**src/rtl/gauss_decimate.sv**
```systemverilog
// 2:1 horizontal and vertical decimation of the blurred pixel stream into the next pyramid level.
// Define GAUSS_DECIMATE_AVG_EN to average each horizontal pixel pair instead of picking the even pixel.
module gauss_decimate #(
    parameter int PIXELS_PER_BEAT = 16,
    parameter int IMAGE_DIM       = 512,
    parameter int DATA_WIDTH      = 8 * PIXELS_PER_BEAT
) (
    input  logic                  clk,
    input  logic                  reset,
    input  logic                  stall,
    input  logic                  in_valid,
    input  logic                  in_sof,
    input  logic [DATA_WIDTH-1:0] inp_frame,
    output logic [DATA_WIDTH-1:0] out_frame,
    output logic                  out_valid,
    output logic                  out_last
);

    localparam int COUNTER_MAX = IMAGE_DIM / PIXELS_PER_BEAT;
    localparam int HALF        = PIXELS_PER_BEAT / 2;
    localparam int HALF_W      = 8 * HALF;
    localparam int COL_W       = (COUNTER_MAX > 1) ? $clog2(COUNTER_MAX) : 1;
    localparam int ROW_W       = (IMAGE_DIM > 1) ? $clog2(IMAGE_DIM) : 1;

    logic [COL_W-1:0]  col_cnt;
    logic [ROW_W-1:0]  row_cnt;
    logic [COL_W-1:0]  col_eff;
    logic [ROW_W-1:0]  row_eff;
    logic [HALF_W-1:0] pack_p0;
    logic [HALF_W-1:0] sel;
    logic              accept;

`ifdef GAUSS_DECIMATE_AVG_EN
    // Rounded mean of two pixels; the 9-bit sum shifted right always fits in 8 bits.
    function automatic logic [7:0] avg_round(input logic [7:0] a, input logic [7:0] b);
        return 8'(({1'b0, a} + {1'b0, b} + 9'd1) >> 1);
    endfunction

    always_comb begin
        sel = '0;
        for (int i = 0; i < HALF; i++) begin
            sel[8*i +: 8] = avg_round(inp_frame[16*i +: 8], inp_frame[16*i+8 +: 8]);
        end
    end
`else
    logic [HALF_W-1:0] unused_odd;

    always_comb begin
        sel        = '0;
        unused_odd = '0;
        for (int i = 0; i < HALF; i++) begin
            sel[8*i +: 8]        = inp_frame[16*i +: 8];
            unused_odd[8*i +: 8] = inp_frame[16*i+8 +: 8];
        end
    end
`endif

    assign accept  = in_valid & ~stall;
    // A start-of-frame beat is always positioned at (row 0, col 0).
    assign col_eff = in_sof ? '0 : col_cnt;
    assign row_eff = in_sof ? '0 : row_cnt;

    always_ff @(posedge clk) begin
        if (reset) begin
            col_cnt   <= '0;
            row_cnt   <= '0;
            pack_p0   <= '0;
            out_frame <= '0;
            out_valid <= 1'b0;
            out_last  <= 1'b0;
        end else if (!stall) begin
            out_valid <= 1'b0;
            out_last  <= 1'b0;
            if (accept) begin
                if (col_eff == COL_W'(COUNTER_MAX - 1)) begin
                    col_cnt <= '0;
                    row_cnt <= (row_eff == ROW_W'(IMAGE_DIM - 1)) ? '0 : row_eff + 1'b1;
                end else begin
                    col_cnt <= col_eff + 1'b1;
                    row_cnt <= row_eff;
                end
                // Odd rows are dropped; even rows pair an even-col beat with the following odd-col beat.
                if (!row_eff[0]) begin
                    if (!col_eff[0]) begin
                        pack_p0 <= sel;
                    end else begin
                        out_frame <= {sel, pack_p0};
                        out_valid <= 1'b1;
                        out_last  <= (row_eff == ROW_W'(IMAGE_DIM - 2)) &&
                                     (col_eff == COL_W'(COUNTER_MAX - 1));
                    end
                end
            end
        end
    end

endmodule

```
**config.mk**
```make
export PLATFORM = sky130hd
export DESIGN_NAME = gauss_decimate
export DESIGN_NICKNAME = d
export VERILOG_FILES = /design/src/rtl/gauss_decimate.sv
export SDC_FILE = /design/constraint.sdc
export NUM_CORES = 1
export LEC_CHECK = 0
export ABC_CLOCK_PERIOD_IN_PS = 3300
export BUFFER_PORTS_ARGS = -buffer_cell sky130_fd_sc_hd__buf_2
export CELL_PAD_IN_SITES_DETAIL_PLACEMENT = 1
export CELL_PAD_IN_SITES_GLOBAL_PLACEMENT = 2
export CORE_MARGIN = 8
export CORE_UTILIZATION = 27
export DETAILED_ROUTE_END_ITERATION = 6
export PLACE_DENSITY = 0.89
export SLEW_MARGIN = 10
export SYNTH_ARGS = -nofsm -noshare
export SYNTH_HDL_FRONTEND = slang
export SYNTH_SLANG_ARGS = --single-unit
```
**constraint.sdc**
```tcl
create_clock -name clk -period 3.3 [get_ports clk]
set_input_delay 0.66 -clock clk [delete_from_list [all_inputs] [get_ports clk]]
set_output_delay 0.66 -clock clk [all_outputs]
set_load 0.02 [all_outputs]
```
==> results.md, run 1 <==
* H-tree depth at 1
* CP endpoint kind: flop
* CTS Buffer Depth at 3
* CTS sink count at 208
* Max cap viols at 0
* Hpwl dp at about 16,000 µm
* R2R depth at 9
* Synth Flop Type: dfxtp_1
* PD cells at between 500 and 600 mW/mm²
* Syn_area_per_cell at 7.84 µm²
* Layout cells sized above 1 at between 20% and 30%
* # IOs at 263
* Synth warn at 0
* Max Slew Vio Count at 0
* GRT Util Overall at 14.0%
* Minimum clock period at 2.40 ns
* First-pass GRT wire length at 38,200 µm
* RR Endpoint: row_cnt[6]
* Vias per inst at roughly 4.5
* Outcome: finished clean
* Initial antenna violation count at 0
* Cell count after synthesis at 955
* Worst hold stages at 3
* Post-detailed-routing wire length at 24,000 µm
* Syn nets at 1,093
* Reg2reg setup slack at about 0.9 ns
* Hold EP: out_frame[120]
* Chip Width at about 180 µm
* RePlAce Congestion at ~0.77
* Reg-to-reg startpoint: col_cnt[0]
* Core area at 0.0276 mm²
* Register bit total from synthesis at 208
* Hold WC Path Type: input pin to flop
* Total die area at 0.0333 mm²
* Peak supply drop at 0.281 mV
* Clock Skew at 0.00640 ns
* Total grt overflow at 0
* Antenna-violating nets left at 0
* Pin count of the biggest net entering global routing at 76
* First-pass iteration count of the detailed router at 4
* WS Path Type: flop to flop
* Async SR Flop Fraction at 0%
* Leak at 3.82 nW
* Commonest non-fill, non-tap cells in the layout: 396 x nand2_1, 208 x dfxtp_1, 203 x a21oi_1
* Root Buffer Master: clkbuf_16
* # diodes at 0
* Row cnt at 61
* Sequential fraction of the synthesis area at 55.6%
* Final period util at 72.7%
* Data arrival, critical path at 2.84 ns
* Critical Path Source Type: flop
* CTS buffer count at 24
* Required time of the critical path at approximately 3.7 ns
* Number of global-route vias before repair at 6,899
* Initial Util at 27.2%
* Endpoints failing setup at 0
* Clock Latency Late Sink at ~0.51 ns
* Synth cell types at 35
* Area growth, synth to finish at 28.7%
* Via count at 6,838
* Critical path fanouts, max at 6
* Slew margin rel. at 63.5%
* # DRC at 0
* RSZ-0062 raised after global routing: false
* Max Freq at 417 MHz
* Most common cell after layout, fill and taps aside: nand2_1
* Final Hold Fails at 0
* Worst Hold Slack at around 0.4 ns
* PortBufs at 198
* Chip Height at 182 µm
* Clk slew on worst S/H paths at 0.06 ns
* Final nets at 1,259
* Number of enable flip-flop cells after synthesis at 0
* Drt initial violations at 304
* Post-CTS Repair Setup Buffers at 0
* Hold-fix buffers, CTS at 0
* Routed WL per cell at 15.8 µm
* Mapped cell area at about 0.0075 mm²
* Hold_sp: inp_frame[112]
* Worst Max-Slew Pin Slew at around 0.55 ns
* Post-cts sizing count at 0
* TritonCTS clock tree: done
* Final setup TNS at 0 ns
[synthesized netlist by cell type, drive strengths merged, types with 2 or more instances]
library cell,instances,share of area [%]
a2bb2oi,2,0.23
nand3,2,0.13
nand2b,5,0.52
ha,5,0.84
nor3,5,0.33
inv,4,0.20
nor2,9,0.45
a21oi,203,14
clkbuf,35,1.8
a31oi,4,0.33
nor2b,7,0.59
nand2,396,20
nand4,3,0.25
o21a,2,0.20
o21ai,8,0.53
dfxtp,208,56
buf,37,2.4
and4b,3,0.40
or3,4,0.33
[state kept, by name (all words and copies together) (netlist names)]
register	count
row_cnt	9
col_cnt	5
out_valid	1
pack_p0	64
out_frame	128
out_last	1
[where the power goes]
part / internal, W / switching (W)
registers: 0.00256 / 0.0000238
logic: 0.0000932 / 0.000190
clock network: 0.00161 / 0.00103
total: 0.00426 / 0.00125
[routing by layer]
layer | track usage [%] | up-vias | wire length, µm
met4 | 4.92 | 0 | 735
met2 | 23.5 | 117 | 11400
met3 | 3.62 | 38 | 1290
li1 | - | 3432 | -
met5 | 0 | - | 0
met1 | 16.9 | 3251 | 10500
[cells by family (layout without fill, tap and decap cells)]
| group | count (synthesis) | in the layout | synth area share (%) |
|---|---|---|---|
| flip-flops | 208 | 208 | 55.6 |
| multiplexers | 1 | 1 | 0.134 |
| buffers and inverters | 76 | 258 | 4.38 |
| AO/OA/AOI/OAI | 226 | 226 | 15.6 |
| XOR/XNOR | 1 | 1 | 0.117 |
| AND/OR/NAND/NOR | 438 | 438 | 23.3 |
| adder cells (fa/ha/maj) | 5 | 5 | 0.836 |
[worst max-delay path, cell delays in order (launching register included)]
cell      delay [ns]
dfxtp_1         0.44
nand2b_4        0.08
inv_1           0.08
ha_1            0.20
and4b_1         0.21
ha_1            0.25
nor2b_1         0.28
nand2b_1        0.14
or4_1           0.47
a31oi_1         0.16
[area by class of cell]
type                    count  area, µm²
clock inverters             5       77.6
clock buffers              37        701
flip-flops and latches    208       4160
multi-input cells         671       3020
well taps                 378        473
repair buffers            212       1190
fillers                  3375      17900
inverters                   4       15.0
[worst max path at each step]
| stage | start | endpoint | slack, ns |
|---|---|---|---|
| after CTS | col_cnt[0] | row_cnt[6] | 0.91 |
| after detailed placement | in_sof | row_cnt[6] | 0.44 |
| after global placement | in_sof | row_cnt[6] | 0.52 |
| after floorplan | in_sof | row_cnt[6] | 0.74 |
| final | col_cnt[0] | row_cnt[6] | 0.90 |
| after global routing | col_cnt[0] | row_cnt[6] | 0.69 |
[metrics by stage]
stage               total power [W]  util, %  instance area, µm²  setup slack (ns)  cells
finish                      0.00551     35.0                9640             0.901   1515
global route                0.00574     35.0                9640             0.689   1515
CTS                         0.00561     35.0                9640             0.906   1515
detailed placement          0.00293     32.1                8860             0.439   1473
global placement            0.00292     32.1                8860             0.520   1473
floorplan                   0.00279        -                7480             0.736    955
(Power assumes the default switching activity.)
==> inputs of run 2 (changes only) <==
--- a/config.mk
+++ b/config.mk
@@ -5,14 +5,14 @@
 export SDC_FILE = /design/constraint.sdc
 export NUM_CORES = 1
 export LEC_CHECK = 0
-export ABC_CLOCK_PERIOD_IN_PS = 3300
+export ABC_CLOCK_PERIOD_IN_PS = 1900
 export BUFFER_PORTS_ARGS = -buffer_cell sky130_fd_sc_hd__buf_2
 export CELL_PAD_IN_SITES_DETAIL_PLACEMENT = 1
 export CELL_PAD_IN_SITES_GLOBAL_PLACEMENT = 2
 export CORE_MARGIN = 8
-export CORE_UTILIZATION = 27
+export CORE_UTILIZATION = 24
 export DETAILED_ROUTE_END_ITERATION = 6
-export PLACE_DENSITY = 0.89
+export PLACE_DENSITY = 0.84
 export SLEW_MARGIN = 10
 export SYNTH_ARGS = -nofsm -noshare
 export SYNTH_HDL_FRONTEND = slang
==> constraint.sdc (replaced) <==
create_clock -name clk -period 1.9 [get_ports clk]
set_input_delay 0.38 -clock clk [delete_from_list [all_inputs] [get_ports clk]]
set_output_delay 0.38 -clock clk [all_outputs]
set_load 0.02 [all_outputs]
==> run 2 against run 1 <==
Effect of this change: combinational power up 92%; design area up 5.3%; register-to-register slack worse by 0.89 ns; die area is 11% higher; largest cell class unchanged; critical path type unchanged.
==> results.md, run 2 (synthesized netlist as in run 1, its figures left out) <==
* Worst-path cell chain: nor2b_4 -> ha_4 -> and4b_1 -> ha_4 -> nor2b_4 -> nand2b_1 -> or4_1 -> a31oi_1
* RSZ-0062 raised after global routing: true
* Via count at 7,006 (+2.5%)
* Initial antenna violation count at 2 (+2)
* TritonCTS clock tree: done
* PD cells at 950 mW/mm² (+66%)
* Drt initial violations at 244 (-20%)
* Setup crit start: col_cnt[1]
* DP Worst Slack at -0.319 ns (-0.758 ns)
* Root Buffer Master: clkbuf_16
* Commonest non-fill, non-tap cells in the layout: 396 x nand2_1, 206 x dfxtp_1, 201 x a21oi_1
* RePlAce Congestion at 0.768 (-0.10%)
* R2R depth at 8 (-1)
* First-pass iteration count of the detailed router at 4 (unchanged)
* Reg-to-reg startpoint: col_cnt[1]
* # DRC at 0 (unchanged)
* Area growth, synth to finish at 35.5%
* Clock Latency Late Sink at 0.51 ns (about the same)
* End of the critical path: row_cnt[6]
* Minimum clock period at 1.89 ns (-0.510 ns)
* Most flop-heavy register: out_frame
* Data arrival, critical path at 2.32 ns (-0.52 ns)
* Total power at 0.00963 W (+75%)
* Clk slew on worst S/H paths at 0.06 ns (about the same)
* Number of global-route vias before repair at 7,277 (+5.5%)
* Routed WL per cell at 15.9 µm (+0.24%)
* Layout cells sized above 1 at 25.9% (+3.9 points)
* Row cnt at 64 (+4.9%)
* Pin count of the biggest net entering global routing at 70 (-7.9%)
* Final period util at 99.4% (+27 points)
* Chip Width at 193 µm (+5.5%)
* Total die area at 0.0371 mm² (+11%)
* Hpwl dp at 17,300 µm (+6.6%)
* RR Endpoint: row_cnt[6]
* Setup WS post-layout at 0.0112 ns (-0.890 ns)
* Initial Util at 24.4% (-2.8 points)
* Clock Skew at 0.0137 ns (+0.00725 ns)
* Max cap viols at 0 (unchanged)
* Max Slew Vio Count at 0 (unchanged)
* H-tree depth at 1 (unchanged)
* # IOs at 263 (unchanged)
* Final instance area at 0.0101 mm² (+5.3%)
* Chip Height at 193 µm (+5.5%)
* Max Freq at 529 MHz (+27%)
* GRT Util Overall at 12.9% (-1.0 points)
* Hold WC Path Type: input pin to flop
* Max reg flops at 128 (unchanged)
* Critical Path Source Type: flop
* Final Hold Fails at 0 (unchanged)
* Final setup TNS at 0 ns (unchanged)
* Reg2reg setup slack at 0.01 ns (-0.89 ns)
* CTS sink count at 208 (unchanged)
* Worst Hold Slack at 0.119 ns (-0.283 ns)
* Slew margin rel. at 74.8% (+11 points)
* Outcome: finished clean
* Most common cell after layout, fill and taps aside: nand2_1
* Antenna-violating nets left at 0 (unchanged)
* Highest-delay cell along the critical path: or4_1
* CP endpoint kind: flop
* Worst Max-Slew Pin Slew at 0.376 ns (-0.171 ns)
* Placed cell area at 0.00928 mm² (+4.7%)
* Largest registers: out_frame x128, pack_p0 x64, row_cnt x9
* CP peak stage delay at 0.47 ns (about the same)
* Required time of the critical path at 2.33 ns (-1.41 ns)
* PortBufs at 198 (unchanged)
* Leak at 4.05 nW (+5.9%)
* WS Path Type: flop to flop
* CTS buffer count at 25 (+4.2%)
* First-pass GRT wire length at 39,200 µm (+2.6%)
* CTS Buffer Depth at 3 (unchanged)
* Core area at 0.0307 mm² (+11%)
* Post-detailed-routing wire length at 25,000 µm (+4.3%)
* Endpoints failing setup at 0 (unchanged)
* Vias per inst at 4.45 (-1.5%)
* Total grt overflow at 0 (unchanged)
* Final nets at 1,299 (+3.2%)
* Critical path fanouts, max at 5 (-1)
* Peak supply drop at 0.528 mV (+88%)
-- run 2: changes by cell type in the layout (fill, tap and decap cells not counted), sizes merged --
cell / before / now
bufinv: 2 / 1
buf: 212 / 251
clkinvlp: 1 / 0
clkbuf: 37 / 40
diode: 0 / 2
clkinv: 2 / 3
-- run 2: metrics by stage --
stage | instances | utilization (%)
2_1_floorplan | 955 | -
3_3_place_gp | 1526 | 30.2
3_5_place_dp | 1526 | 30.2
4_1_cts | 1571 | 32.9
5_1_grt | 1576 | 33.1
6_report | 1576 | 33.1
-- run 2: metal layers --
metal  part of all wire [%]  track usage, %  vias up
met2                     49            22.4      120
met3                    5.3            2.93       32
met4                    2.2            3.91        0
met5                      0               0        -
li1                       -               -     3513
met1                     44            15.7     3341
-- run 2: layout make-up --
class	instances	area [µm²]
Antenna cell	2	5.00
Clock buffer	40	742
Clock inverter	4	45.0
Fill cell	3732	20500
Inverter	4	17.5
Multi-Input combinational cell	671	3100
Sequential cell	208	4170
Tap cell	396	495
Timing Repair Buffer	251	1570
-- run 2: critical path, delay by kind of cell (launching register included) --
family / cells / cell delay (ns)
AOI/OAI and AO/OA: 1 / 0.14
adders and majority gates: 2 / 0.30
DFF: 1 / 0.32
and+or+nand+nor: 5 / 1.06
-- run 2: power by group --
part	total (W)	switching [W]	internal, W	leakage, nW
sequential	0.00449	0.0000411	0.00445	1.68
clock	0.00460	0.00182	0.00278	0.388
combinational	0.000543	0.000343	0.000201	1.98
-- run 2: worst min-delay path by stage --
| stage | startpoint | cells past startpoint | end | slack [ns] |
|---|---|---|---|---|
| floorplan | col_cnt[4] | 2 | col_cnt[4] | 0.43 |
| global placement | pack_p0[54] | 2 | out_frame[54] | 0.44 |
| detailed placement | pack_p0[56] | 2 | out_frame[56] | 0.44 |
| CTS | inp_frame[69] | 3 | pack_p0[37] | 0.09 |
| global route | inp_frame[34] | 3 | pack_p0[18] | 0.11 |
| finish | inp_frame[34] | 3 | pack_p0[18] | 0.12 |
-- run 2: timing repair --
action | CTS | global route
hold buffers | 0 | 0
setup buffers | 1 | 3
pin swaps | 2 | 4
gates resized for setup | 5 | 6
gates cloned | 0 | 0
endpoints found under the setup margin | 4 | 8
